<file path="src/rtl/traffic_pkg.sv">
// Shared encodings and constants for the two-road intersection sequencer.
package traffic_pkg;

    localparam logic [1:0] GREEN  = 2'b00;
    localparam logic [1:0] YELLOW = 2'b01;
    localparam logic [1:0] RED    = 2'b10;

    localparam logic [2:0] NS_G = 3'd0;
    localparam logic [2:0] NS_Y = 3'd1;
    localparam logic [2:0] AR_A = 3'd2;
    localparam logic [2:0] EW_G = 3'd3;
    localparam logic [2:0] EW_Y = 3'd4;
    localparam logic [2:0] AR_B = 3'd5;

    localparam int DEF_TW             = 8;
    localparam int DEF_NS_GREEN_TICKS = 30;

    typedef struct packed {
        logic [1:0] ns;
        logic [1:0] ew;
    } lights_t;

    // Any code outside the ring decodes to all-red.
    function automatic lights_t decode_lights(input logic [2:0] ph);
        lights_t l;
        l.ns = RED;
        l.ew = RED;
        case (ph)
            NS_G:    l.ns = GREEN;
            NS_Y:    l.ns = YELLOW;
            EW_G:    l.ew = GREEN;
            EW_Y:    l.ew = YELLOW;
            default: ;
        endcase
        return l;
    endfunction

endpackage

</file>
<file path="src/rtl/traffic_intersection_ctrl_phase_timer.sv">
// Loadable down-counter that advances on tick and parks at zero.
module phase_timer #(
    parameter int            TW      = 8,
    parameter logic [TW-1:0] RST_VAL = '0
) (
    input  logic          clk,
    input  logic          rst,
    input  logic          tick,
    input  logic          load,
    input  logic [TW-1:0] load_val,
    output logic [TW-1:0] count,
    output logic          zero
);

    assign zero = (count == '0);

    always_ff @(posedge clk or posedge rst) begin
        if (rst) begin
            count <= RST_VAL;
        end else if (load) begin
            count <= load_val;
        end else if (tick && !zero) begin
            count <= count - TW'(1);
        end
    end

endmodule

</file>
<file path="src/rtl/traffic_intersection_ctrl.sv">
// Phase ring, request latches and registered light decode for the intersection.
//   phase | meaning
//   NS_G  | main road green, rests here until a request is pending
//   NS_Y  | main road yellow
//   AR_A  | all-red clearance before side road
//   EW_G  | side road green, pedestrian walk if requested
//   EW_Y  | side road yellow
//   AR_B  | all-red clearance before main road
module traffic_intersection_ctrl
    import traffic_pkg::*;
#(
    parameter int            TW           = DEF_TW,
    parameter logic [TW-1:0] DEF_NS_GREEN = TW'(DEF_NS_GREEN_TICKS)
) (
    input  logic          clk,
    input  logic          rst,
    input  logic          tick,
    input  logic [TW-1:0] ns_green_time,
    input  logic [TW-1:0] ew_green_time,
    input  logic [TW-1:0] yellow_time,
    input  logic [TW-1:0] all_red_time,
    input  logic          ew_req,
    input  logic          ped_req,
    output logic [1:0]    ns_light,
    output logic [1:0]    ew_light,
    output logic          ped_walk,
    output logic [TW-1:0] time_left,
    output logic [2:0]    phase
);

    logic [2:0]    phase_nxt;
    logic          load;
    logic [TW-1:0] load_val;
    logic          serve;
    logic          zero;
    logic          expire;
    logic          ew_pend;
    logic          ped_pend;
    lights_t       lights_nxt;

    phase_timer #(
        .TW      (TW),
        .RST_VAL (DEF_NS_GREEN)
    ) u_timer (
        .clk      (clk),
        .rst      (rst),
        .tick     (tick),
        .load     (load),
        .load_val (load_val),
        .count    (time_left),
        .zero     (zero)
    );

    assign expire = tick && zero;

    always_comb begin
        phase_nxt = phase;
        load      = 1'b0;
        load_val  = ns_green_time;
        serve     = 1'b0;
        case (phase)
            NS_G: if (expire && (ew_pend || ped_pend)) begin
                phase_nxt = NS_Y;
                load      = 1'b1;
                load_val  = yellow_time;
            end
            NS_Y: if (expire) begin
                phase_nxt = AR_A;
                load      = 1'b1;
                load_val  = all_red_time;
            end
            AR_A: if (expire) begin
                phase_nxt = EW_G;
                load      = 1'b1;
                load_val  = ew_green_time;
                serve     = 1'b1;
            end
            EW_G: if (expire) begin
                phase_nxt = EW_Y;
                load      = 1'b1;
                load_val  = yellow_time;
            end
            EW_Y: if (expire) begin
                phase_nxt = AR_B;
                load      = 1'b1;
                load_val  = all_red_time;
            end
            AR_B: if (expire) begin
                phase_nxt = NS_G;
                load      = 1'b1;
                load_val  = ns_green_time;
            end
            default: begin
                phase_nxt = NS_G;
                load      = 1'b1;
                load_val  = ns_green_time;
            end
        endcase
        lights_nxt = decode_lights(phase_nxt);
    end

    always_ff @(posedge clk or posedge rst) begin
        if (rst) begin
            phase    <= NS_G;
            ns_light <= GREEN;
            ew_light <= RED;
            ped_walk <= 1'b0;
            ew_pend  <= 1'b0;
            ped_pend <= 1'b0;
        end else begin
            phase    <= phase_nxt;
            ns_light <= lights_nxt.ns;
            ew_light <= lights_nxt.ew;
            // A request landing on the serve edge is absorbed by this EW cycle.
            ew_pend  <= serve ? 1'b0 : (ew_pend | ew_req);
            ped_pend <= serve ? 1'b0 : (ped_pend | ped_req);
            if (serve) begin
                ped_walk <= ped_pend;
            end else if (phase_nxt != EW_G) begin
                ped_walk <= 1'b0;
            end
        end
    end

endmodule

</file>
<file path="config.mk">
export PLATFORM = sky130hd
export DESIGN_NAME = traffic_intersection_ctrl
export DESIGN_NICKNAME = d
export VERILOG_FILES = /design/src/rtl/traffic_pkg.sv /design/src/rtl/traffic_intersection_ctrl_phase_timer.sv /design/src/rtl/traffic_intersection_ctrl.sv
export SDC_FILE = /design/constraint.sdc
export NUM_CORES = 1
export LEC_CHECK = 0
export ABC_AREA = 1
export ABC_CLOCK_PERIOD_IN_PS = 2280
export BUFFER_PORTS_ARGS = -buffer_cell sky130_fd_sc_hd__buf_4
export CAP_MARGIN = 15
export CORE_AREA = 2 2 58 60
export DETAILED_ROUTE_END_ITERATION = 16
export DIE_AREA = 0 0 60 62
export PLACE_DENSITY = 0.77
export REMOVE_ABC_BUFFERS = 1
export SLEW_MARGIN = 15
export SYNTH_ARGS = -nofsm -noshare
export SYNTH_HDL_FRONTEND = slang
export SYNTH_SLANG_ARGS = --single-unit
</file>
<file path="constraint.sdc">
create_clock -name clk -period 2.28 [get_ports clk]
set_clock_uncertainty 0.15 [all_clocks]
set_input_delay 0.342 -clock clk [delete_from_list [all_inputs] [get_ports clk]]
set_output_delay 0.342 -clock clk [all_outputs]
set_load 0.02 [all_outputs]
</file>
After elaboration in Yosys (flattened, before gate mapping)

Cells that the tools add are included.

Add/sub/neg operators: 1
Equality and inequality tests: 9
Multiplexer cells: 24
Bitwise operators: 2
Reduce and logical (&&, ||, !) cells: 12

Operators with widths:

| kind                                                                     | count |
|---|---|
| 8-bit two-way mux                                                        | 6 |
| 8-bit one-hot mux with 4 select lines                                    | 1 |
| 3-bit two-way mux                                                        | 6 |
| 3-bit one-hot mux with 6 select lines                                    | 1 |
| 3-bit by 2-bit equality test with 1-bit output (second input constant)   | 3 |
| 3-bit equality test (second input constant)                              | 3 |
| 8-bit logical NOT                                                        | 1 |
| 2-bit one-hot mux with 2 select lines                                    | 2 |
| 8-bit by 1-bit subtractor with 8-bit output (second input constant)      | 1 |
| 1-bit two-way mux                                                        | 7 |
| 3-bit by 1-bit equality test with 1-bit output (second input constant)   | 2 |
| 3-bit logical NOT                                                        | 2 |
| 5-bit OR reduction                                                       | 1 |
| 2-bit nonzero test                                                       | 2 |
| 1-bit logical AND                                                        | 3 |
| 3-bit by 2-bit inequality test with 1-bit output (second input constant) | 1 |
| 1-bit bitwise OR                                                         | 2 |
| 1-bit one-hot mux with 2 select lines                                    | 1 |
| 2-bit OR reduction                                                       | 1 |
| 1-bit logical NOT                                                        | 1 |
| 1-bit logical OR                                                         | 1 |

Register bits after elaboration: 18
Input bits: 37
Output and inout bits: 16
Logic and storage cells: 55

Logic depth before layout (Yosys ltp)

Gate-level depths: netlist (run 1).

Depth after elaboration: 8
Gate-level depth with buffers: 13
Depth with buffers taken out: 11

Modules after synthesis

Synthesis (run 1) repeated with hierarchy kept, for this count alone.

Cells, all modules: 308
Area, all modules: 1759.2 um^2

By module, submodules not included:

| module                    | instances | cells each | area an instance (um^2) | sequential area each (um^2) |
|---|---|---|---|---|
| traffic_intersection_ctrl | 1         | 217        | 1129.8                  | 251.5 |
| phase_timer               | 1         | 91         | 629.4                   | 205.2 |

Worst setup path before layout (run 1)

Ideal clock, no wire load.

Path kind: register -> register
Start point: register u_timer.count[1]
End point: register u_timer.count[0]
Library setup time: 0.113 ns
Arrival time: 1.513 ns
Required time: 2.017 ns
Path slack: 0.505 ns
Cell stages (with the launch flop): 11
Path buffers: 0
Clock period less this slack: 1.775 ns
Cells stage by stage: dfstp_2 inv_1 ha_1 nand2_2 nor2_8 nor2_2 inv_1 nand2_1 nand3_1 nand2_1 inv_1

Word-level cells in the longest chain between the ends: 6
Elaborated cells between the ends (all ways): 15
Those cells by class: 9 x mux; 6 x reduce/logical

Ends and longest elaborated chain:

| what                                                                                                  | line                                        | RTL |
|---|---|---|
| from (decl)                                                                                           | traffic_intersection_ctrl_phase_timer.sv:11 | `output logic [TW-1:0] count,` |
| from (signal assigned)                                                                                | traffic_intersection_ctrl_phase_timer.sv:21 | `count <= load_val;` |
| from (signal assigned)                                                                                | traffic_intersection_ctrl_phase_timer.sv:23 | `count <= count - TW'(1);` |
| 8-bit logical NOT (*)                                                                                 | traffic_intersection_ctrl_phase_timer.sv:15 | `assign zero = (count == '0);` |
| 1-bit logical AND                                                                                     | traffic_intersection_ctrl.sv:54             | `assign expire = tick && zero;` |
| 1-bit logical AND                                                                                     | traffic_intersection_ctrl.sv:62             | `NS_G: if (expire && (ew_pend \|\| ped_pend)) begin` |
| 8-bit two-way mux / 1-bit two-way mux (equally long branches)                                         | traffic_intersection_ctrl.sv:62             |  |
| 8-bit one-hot mux with 4 select lines / 1-bit one-hot mux with 2 select lines (equally long branches) | traffic_intersection_ctrl.sv:61             | `case (phase)` |
| 8-bit two-way mux / 2-bit nonzero test (equally long branches)                                        | n/a                                         |  |

Every way passes the cells marked *; elsewhere a longest branch is shown, timed or not.
A chain may end at the register's enable or synchronous reset.

Worst setup path after layout (run 1)

Start point: register u_timer.count[1]
End point: register u_timer.count[6]

Word-level cells in the longest chain between the ends: 6
Elaborated cells between the ends (all ways): 17
Those cells by class: 1 x add/sub; 10 x mux; 6 x reduce/logical

Ends and longest elaborated chain:

| what |
|---|
| branches (longest 6 deep; another with 8-bit by 1-bit subtractor with 8-bit output) |

Several ways; the timed one is not identified. The select of a mux whose other input is x is not followed.

==> results.json, run 1 <==
{
  "cts.sinks": 18,
  "vias": 1511,
  "drive_gt1_frac": 0.3210,
  "finalCriticalPeriod_ns": 1.984,
  "rrSetupSlack_ns": 0.30,
  "ys_warn_count": 0,
  "violations": "negative hold slack",
  "timing.rr.start": "u_timer.count[1]",
  "synth_top_cell_by_area": "dfrtp_1",
  "crit_family": "simple AND/OR/NAND/NOR gates",
  "syn_inst": 219,
  "via_per_inst": 4.767,
  "ys_top_cells_by_area": "dfrtp_1, nand2_1, dfstp_2",
  "hold_viol": 11,
  "area_growth_pct": 29.34,
  "cts_buffers": 3,
  "drv_slew": 0,
  "path_max_fanout": 11,
  "diodes": 0,
  "fin_setup_tns_ns": 0,
  "slowest_delay_ns": 0.57,
  "route.detailed.drc": 0,
  "ys_seq_area_frac": 0.3149,
  "ys_types": 27,
  "overflow": 0,
  "p_total_uw": 1757,
  "drt_iter0_drc": 67,
  "antenna_found_initial": 0,
  "status": "finished, violations left",
  "ir_drop_v": 0.0005081,
  "intPower_uw": 922.7,
  "hpwl_um": 2827,
  "max_freq_mhz": 504.0,
  "r2r_cells": 10,
  "hold_class": "input pin to async pin",
  "powerDensity_nw_per_um2": 936.5,
  "grt_max_degree": 19,
  "path_class": "register to register",
  "grt_pass1_wl_um": 5837,
  "ant_nets": 0,
  "dpl_cell_area_um2": 1849,
  "cap_violations": 0,
  "layout.nets": 311,
  "critPathSlowestCell": "dfstp_2",
  "cts.repair.resized": 0,
  "fp.coreArea_um2": 3179,
  "startpoint_type": "register",
  "r2r_end": "u_timer.count[6]",
  "clkLatencyLatePin_ns": 0.31,
  "tightestPinTransition_ns": 0.6944,
  "syn_area_um2": 1450,
  "clockPowerShare": 0.099,
  "io_buffers": 52,
  "cts_root_buf": "clkbuf_4",
  "clk_pin_slew_ns": 0.11,
  "ios": 53,
  "die_h_um": 62,
  "cts_tree": "built",
  "crit_chain": "inv_1, ha_1, nand2_2, nor2_8, nand3_2, nand2_2, nor2_2, inv_1, nor2_1, a21oi_1",
  "crit_path_end_kind": "register",
  "drt-total-wl_um": 3525,
  "start_util": 0.4561,
  "relSlewSlack": 0.5366,
  "p_sw_uw": 833.8,
  "p_leak_uw": 0.001029,
  "rows": 21,
  "hold_ws_ns": -0.01982,
  "rsz0062_at_grt": "false",
  "synth.avg_cell_area_um2": 6.622,
  "wire_per_inst_um": 11.12,
  "hold_buffers": 0,
  "cts_setup_buffers": 0,
  "fp.dieW_um": 60,
  "ys_ff_latch": 18,
  "p_seq_frac": 0.356,
  "period_share": 0.8703,
  "grt_use_total": 0.2084,
  "setup_viol": 0,
  "cp_num_buf_inv": 2,
  "first_pass_iters": 4,
  "power_frac_comb": 0.544,
  "yosysTopAreaCellShare": 0.2243,
  "gp_congestion": 0.8700,
  "grt_pass1_vias": 1380,
  "clockBufferDepth": 2,
  "design_area_um2": 1876,
  "swShare": 0.4747,
  "htreeDepth": 1,
  "die_area_um2": 3720,
  "crit_required_ns": 2.32,
  "cp.arrival_ns": 2.03
}
[per-stage QoR]
step | setup slack (ns) | cells | util | hold slack (ns)
after detailed placement | 0.3208 | 313 | 0.5817 | 0.3300
after global placement | 0.4128 | 313 | 0.5817 | 0.3247
after global routing | 0.1752 | 317 | 0.5899 | 0.03745
after CTS | 0.3054 | 317 | 0.5899 | 0.002829
final | 0.2958 | 317 | 0.5899 | -0.01982
after floorplan | 0.4173 | 214 | - | 0.1269
[power by group through the flow]
stage               combinational, uW  clock (uW)  sequential, uW
global route                     1080         187             645
CTS                               962         182             626
finish                            956         174             626
floorplan                         505           0             738
global placement                  956           0             626
detailed placement                957           0             632
[placed cells by master, fill, tap and decap left out, types with 5 or more instances in the layout]
cell     instances
buf_4           53
dfrtp_1         13
dfstp_2          5
inv_1           24
nand2_1         85
nand2_2          6
nand3_1         17
nand4_1          7
nor2_1          12
nor2_2           7
o21ai_0          9
[layer usage]
metal | part of all wire | vias to the layer above | global-route usage | routed length, um
li1 | - | 794 | - | -
met1 | 0.46 | 661 | 0.2769 | 1613
met2 | 0.48 | 52 | 0.3401 | 1685
met3 | 0.057 | 4 | 0.02899 | 200
met4 | 0.0074 | 0 | 0.08889 | 26
met5 | 0 | - | 0 | 0
[kinds of logic after synthesis]
kind of cell | share of synthesized area
simple gates | 0.4512
buf+inv | 0.1191
compound gates | 0.07334
flops | 0.3149
xor+xnor | 0.02416
fa+ha+maj | 0.01725
[layout make-up]
cell class                      instances  area (um2)
Clock buffer                            4       26.28
Fill cell                             322        1304
Inverter                               30       116.4
Multi-Input combinational cell        166       820.8
Sequential cell                        18       456.7
Tap cell                               46       57.56
Timing Repair Buffer                   53       397.9
[how the worst max path moves through the flow]
| stage | start | end | cells past startpoint |
|---|---|---|---|
| global placement | u_timer.count[1] | u_timer.count[6] | 10 |
| detailed placement | u_timer.count[1] | u_timer.count[6] | 10 |
| finish | u_timer.count[1] | u_timer.count[6] | 10 |
| global route | u_timer.count[1] | u_timer.count[6] | 10 |
| floorplan | u_timer.count[1] | u_timer.count[6] | 10 |
| CTS | u_timer.count[1] | u_timer.count[6] | 10 |
[worst register-to-register path: stages (launching register included)]
cell	delay [ns]
dfstp_2	0.57
inv_1	0.06
ha_1	0.20
nand2_2	0.12
nor2_8	0.06
nand3_2	0.07
nand2_2	0.15
nor2_2	0.23
inv_1	0.11
nor2_1	0.10
a21oi_1	0.05
[flip-flops by register name, summed over array words and instances (netlist names)]
register / count
ns_light: 2
u_timer.count: 8
ew_pend: 1
ew_light: 2
ped_pend: 1
ped_walk: 1
phase: 3
[synth_stat cells]
cell	number
nand2_1	85
inv_1	24
nand3_1	17
dfrtp_1	13
nor2_1	12
o21ai_0	9
nand4_1	7
nor2_2	7
nand2_2	6
buf_6	5
dfstp_2	5
inv_2	4
o21ai_1	4
a21oi_1	3
xnor2_1	3
ha_1	2
nand3_2	2
nor2_4	2
a21boi_0	1
a31oi_1	1
clkinv_2	1
inv_4	1
nand4_2	1
nor2_8	1
nor3_1	1
o211ai_2	1
xor2_1	1
Power figures use the tool's default switching activity.
==> run 2: changes to the inputs <==
--- a/config.mk
+++ b/config.mk
@@ -9,10 +9,9 @@
 export ABC_CLOCK_PERIOD_IN_PS = 2280
 export BUFFER_PORTS_ARGS = -buffer_cell sky130_fd_sc_hd__buf_4
 export CAP_MARGIN = 15
-export CORE_AREA = 2 2 58 60
+export CORE_AREA = 2 2 73 75
 export DETAILED_ROUTE_END_ITERATION = 16
-export DIE_AREA = 0 0 60 62
-export PLACE_DENSITY = 0.77
+export DIE_AREA = 0 0 75 77
 export REMOVE_ABC_BUFFERS = 1
 export SLEW_MARGIN = 15
 export SYNTH_ARGS = -nofsm -noshare
==> run 2 against run 1 <==
The run now ends clean. Critical endpoint unchanged. Global-route usage fell by 5.5 points. Sequential power barely moved. Critical path depth is the same.
==> results.json, run 2 (same netlist as run 1, synthesis figures left out) <==
{
  "first_pass_iters": 4,
  "setup_viol": 0,
  "r2r_end": "u_timer.count[6]",
  "diodes": 0,
  "slowest_delay_ns": 0.57,
  "final_cell_mix": "nand2_1, buf_4, inv_1",
  "hold_buffers": 0,
  "design_area_um2": 1927,
  "finalCriticalPeriod_ns": 2.040,
  "area_growth_pct": 32.87,
  "fin_setup_tns_ns": 0,
  "path_max_fanout": 11,
  "clockBufferDepth": 2,
  "die_area_um2": 5775,
  "crit_path_end_kind": "register",
  "cp.arrival_ns": 2.05,
  "cts_root_buf": "clkbuf_8",
  "clk_pin_slew_ns": 0.08,
  "drv_slew": 0,
  "path_class": "register to register",
  "cts.repair.resized": 0,
  "drt-total-wl_um": 4074,
  "ir_drop_v": 0.0002885,
  "final_common_cell": "nand2_1",
  "hold_viol": 0,
  "p_leak_uw": 0.001038,
  "period_share": 0.8947,
  "via_per_inst": 4.503,
  "reg.largest.list": "u_timer.count (8), phase (3)",
  "io_buffers": 52,
  "grt_pass1_vias": 1478,
  "hold_class": "input pin to async pin",
  "ant_nets": 0,
  "grt_use_total": 0.1533,
  "grt_max_degree": 19,
  "relSlewSlack": 0.4991,
  "startpoint_type": "register",
  "overflow": 0,
  "place_ws_ns": 0.2583,
  "cts_buffers": 3,
  "route.detailed.drc": 0,
  "rsz0062_at_grt": "false",
  "r2r_cells": 10,
  "htreeDepth": 1,
  "rrSetupSlack_ns": 0.24,
  "hpwl_um": 3186,
  "critPathSlowestCell": "dfstp_2",
  "drive_gt1_frac": 0.3222,
  "grt_pass1_wl_um": 6872,
  "tightestPinTransition_ns": 0.7505,
  "powerDensity_nw_per_um2": 974.4,
  "cts_setup_buffers": 0,
  "setup_slack_ns": 0.2401,
  "hold_ws_ns": 0.06017,
  "ios": 53,
  "cts.sinks": 18,
  "dpl_cell_area_um2": 1872,
  "cap_violations": 0,
  "drt_iter0_drc": 122,
  "regMostFlops": "u_timer.count",
  "timing.rr.start": "u_timer.count[1]",
  "gp_congestion": 0.8871,
  "status": "finished, final reports clean",
  "fp.coreArea_um2": 4977,
  "wire_per_inst_um": 11.98,
  "cts_tree": "built",
  "crit_required_ns": 2.29,
  "max_freq_mhz": 490.2,
  "antenna_found_initial": 0,
  "fp.dieW_um": 75,
  "largest_reg_flops": 8,
  "layout.nets": 310,
  "die_h_um": 77,
  "clkLatencyLatePin_ns": 0.26,
  "crit_chain": "inv_1, ha_1, nand2_2, nor2_8, nand3_2, nand2_2, nor2_2, inv_1, nor2_1, a21oi_1",
  "start_util": 0.2914,
  "rows": 26,
  "vias": 1531
}
[run 2: where the power goes]
part / internal, uW / switching, uW / leakage [uW]
combinational: 395 / 579 / 0.000800
clock: 154 / 123 / 0.0000288
sequential: 460 / 166 / 0.000209
[run 2: worst max-delay path by stage]
stage,startpoint,to,slack [ns],depth (start not counted)
floorplan,u_timer.count[1],u_timer.count[6],0.42,10
global placement,u_timer.count[1],u_timer.count[6],0.27,10
detailed placement,u_timer.count[1],u_timer.count[6],0.26,10
CTS,u_timer.count[1],u_timer.count[6],0.24,10
global route,u_timer.count[1],u_timer.count[6],0.06,10
finish,u_timer.count[1],u_timer.count[6],0.24,10
[run 2: final cells by class]
class	instances	area [um2]
Fill cell	565	3050
Multi-Input combinational cell	166	820.8
Sequential cell	18	456.7
Timing Repair Buffer	52	390.4
Inverter	30	116.4
Tap cell	70	87.58
Clock buffer	4	55.05
[run 2: critical path: cells and delay by family, from the launching register on]
kind                       cells  cell delay (ns)
AOI/OAI and AO/OA              1             0.05
and+or+nand+nor                6             0.77
buffers and inverters          2             0.18
DFF                            1             0.57
adders and majority gates      1             0.21
[run 2: metrics by stage]
| stage | instances | utilization | power, uW |
|---|---|---|---|
| 3_5_place_dp | 336 | 0.3761 | 1602 |
| 3_3_place_gp | 336 | 0.3761 | 1599 |
| 5_1_grt | 340 | 0.3871 | 2039 |
| 2_1_floorplan | 214 | - | 1243 |
| 4_1_cts | 340 | 0.3871 | 1887 |
| 6_report | 340 | 0.3871 | 1878 |
[run 2: metal layers]
| layer | up-vias | share of wire | global-route usage |
|---|---|---|---|
| met5 | - | 0 | 0 |
| met4 | 0 | 0.035 | 0.07500 |
| met3 | 15 | 0.056 | 0.02891 |
| met2 | 53 | 0.45 | 0.2263 |
| met1 | 671 | 0.46 | 0.2101 |
| li1 | 792 | - | - |
==> run 3: changes to the inputs <==
--- a/config.mk
+++ b/config.mk
@@ -12,6 +12,7 @@
 export CORE_AREA = 2 2 73 75
 export DETAILED_ROUTE_END_ITERATION = 16
 export DIE_AREA = 0 0 75 77
+export GPL_TIMING_DRIVEN = 0
 export REMOVE_ABC_BUFFERS = 1
 export SLEW_MARGIN = 15
 export SYNTH_ARGS = -nofsm -noshare
==> run 3 against run 2 <==
Setup slack lost 0.0038 ns. Design area is the same. Clock power shrank 5%. Largest cell class unchanged. Global-route usage shrank 1.4 points. Largest power group unchanged. Highest routed layer unchanged. Sequential cell count is the same. Non-clock buffer count is the same. First-iteration DRC count shrank 37%. Critical path depth is the same.
==> results.json, run 3 (same netlist as run 1, synthesis figures left out) <==
{
  "setup_viol": 0,
  "slowest_delay_ns": 0.57,
  "rsz0062_at_grt": "false",
  "via_per_inst": 4.424,
  "wire_per_inst_um": 11.18,
  "drv_slew": 0,
  "intPower_uw": 1008,
  "ios": 53,
  "grt_pass1_vias": 1384,
  "p_total_uw": 1843,
  "critPathSlowestCell": "dfstp_2",
  "cts_root_buf": "clkbuf_8",
  "tightestPinTransition_ns": 0.7087,
  "io_buffers": 52,
  "crit_chain": "inv_1, ha_1, nand2_2, nor2_8, nand3_2, nand2_2, nor2_2, inv_1, nor2_1, a21oi_1",
  "p_leak_uw": 0.001038,
  "hpwl_um": 3065,
  "drt-total-wl_um": 3801,
  "die_h_um": 77,
  "fp.dieW_um": 75,
  "powerDensity_nw_per_um2": 956.3,
  "clockBufferDepth": 2,
  "cap_violations": 0,
  "first_pass_iters": 4,
  "final_cell_mix": "nand2_1, buf_4, inv_1",
  "fp.coreArea_um2": 4977,
  "max_freq_mhz": 489.3,
  "diodes": 0,
  "crit_path_end_kind": "register",
  "cts_tree": "built",
  "gp_congestion": 0.8099,
  "start_util": 0.2914,
  "layout.nets": 310,
  "finalCriticalPeriod_ns": 2.044,
  "cts.sinks": 18,
  "hold_class": "input pin to async pin",
  "p_seq_frac": 0.340,
  "grt_pass1_wl_um": 6292,
  "status": "finished, final reports clean",
  "swShare": 0.4530,
  "grt_use_total": 0.1394,
  "drive_gt1_frac": 0.3222,
  "clockPowerShare": 0.143,
  "ir_drop_v": 0.0003720,
  "relSlewSlack": 0.5270,
  "final_common_cell": "nand2_1",
  "startpoint_type": "register",
  "cts.repair.resized": 0,
  "cp.arrival_ns": 2.04,
  "regMostFlops": "u_timer.count",
  "reg.largest.list": "u_timer.count (8), phase (3)",
  "dpl_cell_area_um2": 1872,
  "largest_reg_flops": 8,
  "area_growth_pct": 32.87,
  "grt_max_degree": 19,
  "antenna_found_initial": 0,
  "die_area_um2": 5775,
  "crit_required_ns": 2.27,
  "cts_buffers": 3,
  "setup_slack_ns": 0.2363,
  "design_area_um2": 1927,
  "cts_setup_buffers": 0,
  "clk_pin_slew_ns": 0.07,
  "rows": 26,
  "vias": 1504,
  "hold_viol": 0,
  "htreeDepth": 1,
  "overflow": 0,
  "utilization": 0.3871,
  "power_frac_comb": 0.516,
  "place_ws_ns": 0.2513,
  "ant_nets": 0,
  "fin_setup_tns_ns": 0,
  "path_max_fanout": 11,
  "period_share": 0.8964,
  "route.detailed.drc": 0,
  "clkLatencyLatePin_ns": 0.25,
  "hold_buffers": 0,
  "path_class": "register to register",
  "p_sw_uw": 834.7,
  "drt_iter0_drc": 77
}
## run 3: layout make-up
cell class / instances / area (um2)
tap: 70 / 87.58
timing repair buffer: 52 / 390.4
clock buffer: 4 / 55.05
multi-input combinational: 166 / 820.8
inverter: 30 / 116.4
fill: 547 / 3050
sequential: 18 / 456.7
## run 3: stage by stage
step / hold slack [ns] / cells
after floorplan: 0.1269 / 214
after global placement: 0.3274 / 336
after detailed placement: 0.3325 / 336
after CTS: 0.08551 / 340
after global routing: 0.1417 / 340
final: 0.05292 / 340
## run 3: worst max-delay path, delay by kind of cell, from the launching register on
| kind | cells | cell delay (ns) |
|---|---|---|
| flops | 1 | 0.57 |
| buf+inv | 2 | 0.19 |
| compound gates | 1 | 0.04 |
| fa+ha+maj | 1 | 0.21 |
| simple gates | 6 | 0.77 |
## run 3: worst paths after layout
path                                          to  slack [ns]        startpoint  depth (start not counted)
worst max-delay path            u_timer.count[6]        0.24  u_timer.count[1]                         10
worst min-delay path            u_timer.count[7]        0.05               rst                          2
worst max register to register  u_timer.count[6]        0.24  u_timer.count[1]                         10
worst min register to register          ped_walk        0.35          ped_walk                          2
max in group asynchronous            ew_light[0]        1.48               rst                          2
min in group clk                         ew_pend        0.16            ew_req                          3
## run 3: layer usage
| layer | GRT usage | up-vias | part of all wire | routed length [um] |
|---|---|---|---|---|
| met3 | 0.03154 | 2 | 0.054 | 204 |
| met4 | 0.03393 | 0 | 0.0074 | 28 |
| met5 | 0 | - | 0 | 0 |
| li1 | - | 794 | - | - |
| met1 | 0.2006 | 661 | 0.48 | 1812 |
| met2 | 0.2088 | 47 | 0.46 | 1756 |
## run 3: power groups by stage
stage | Clock [uW] | Sequential, uW | Combinational (uW)
4_1_cts | 272 | 626 | 960
3_3_place_gp | 0 | 631 | 951
3_5_place_dp | 0 | 633 | 955
6_report | 264 | 627 | 952
2_1_floorplan | 0 | 738 | 505
5_1_grt | 288 | 648 | 1070
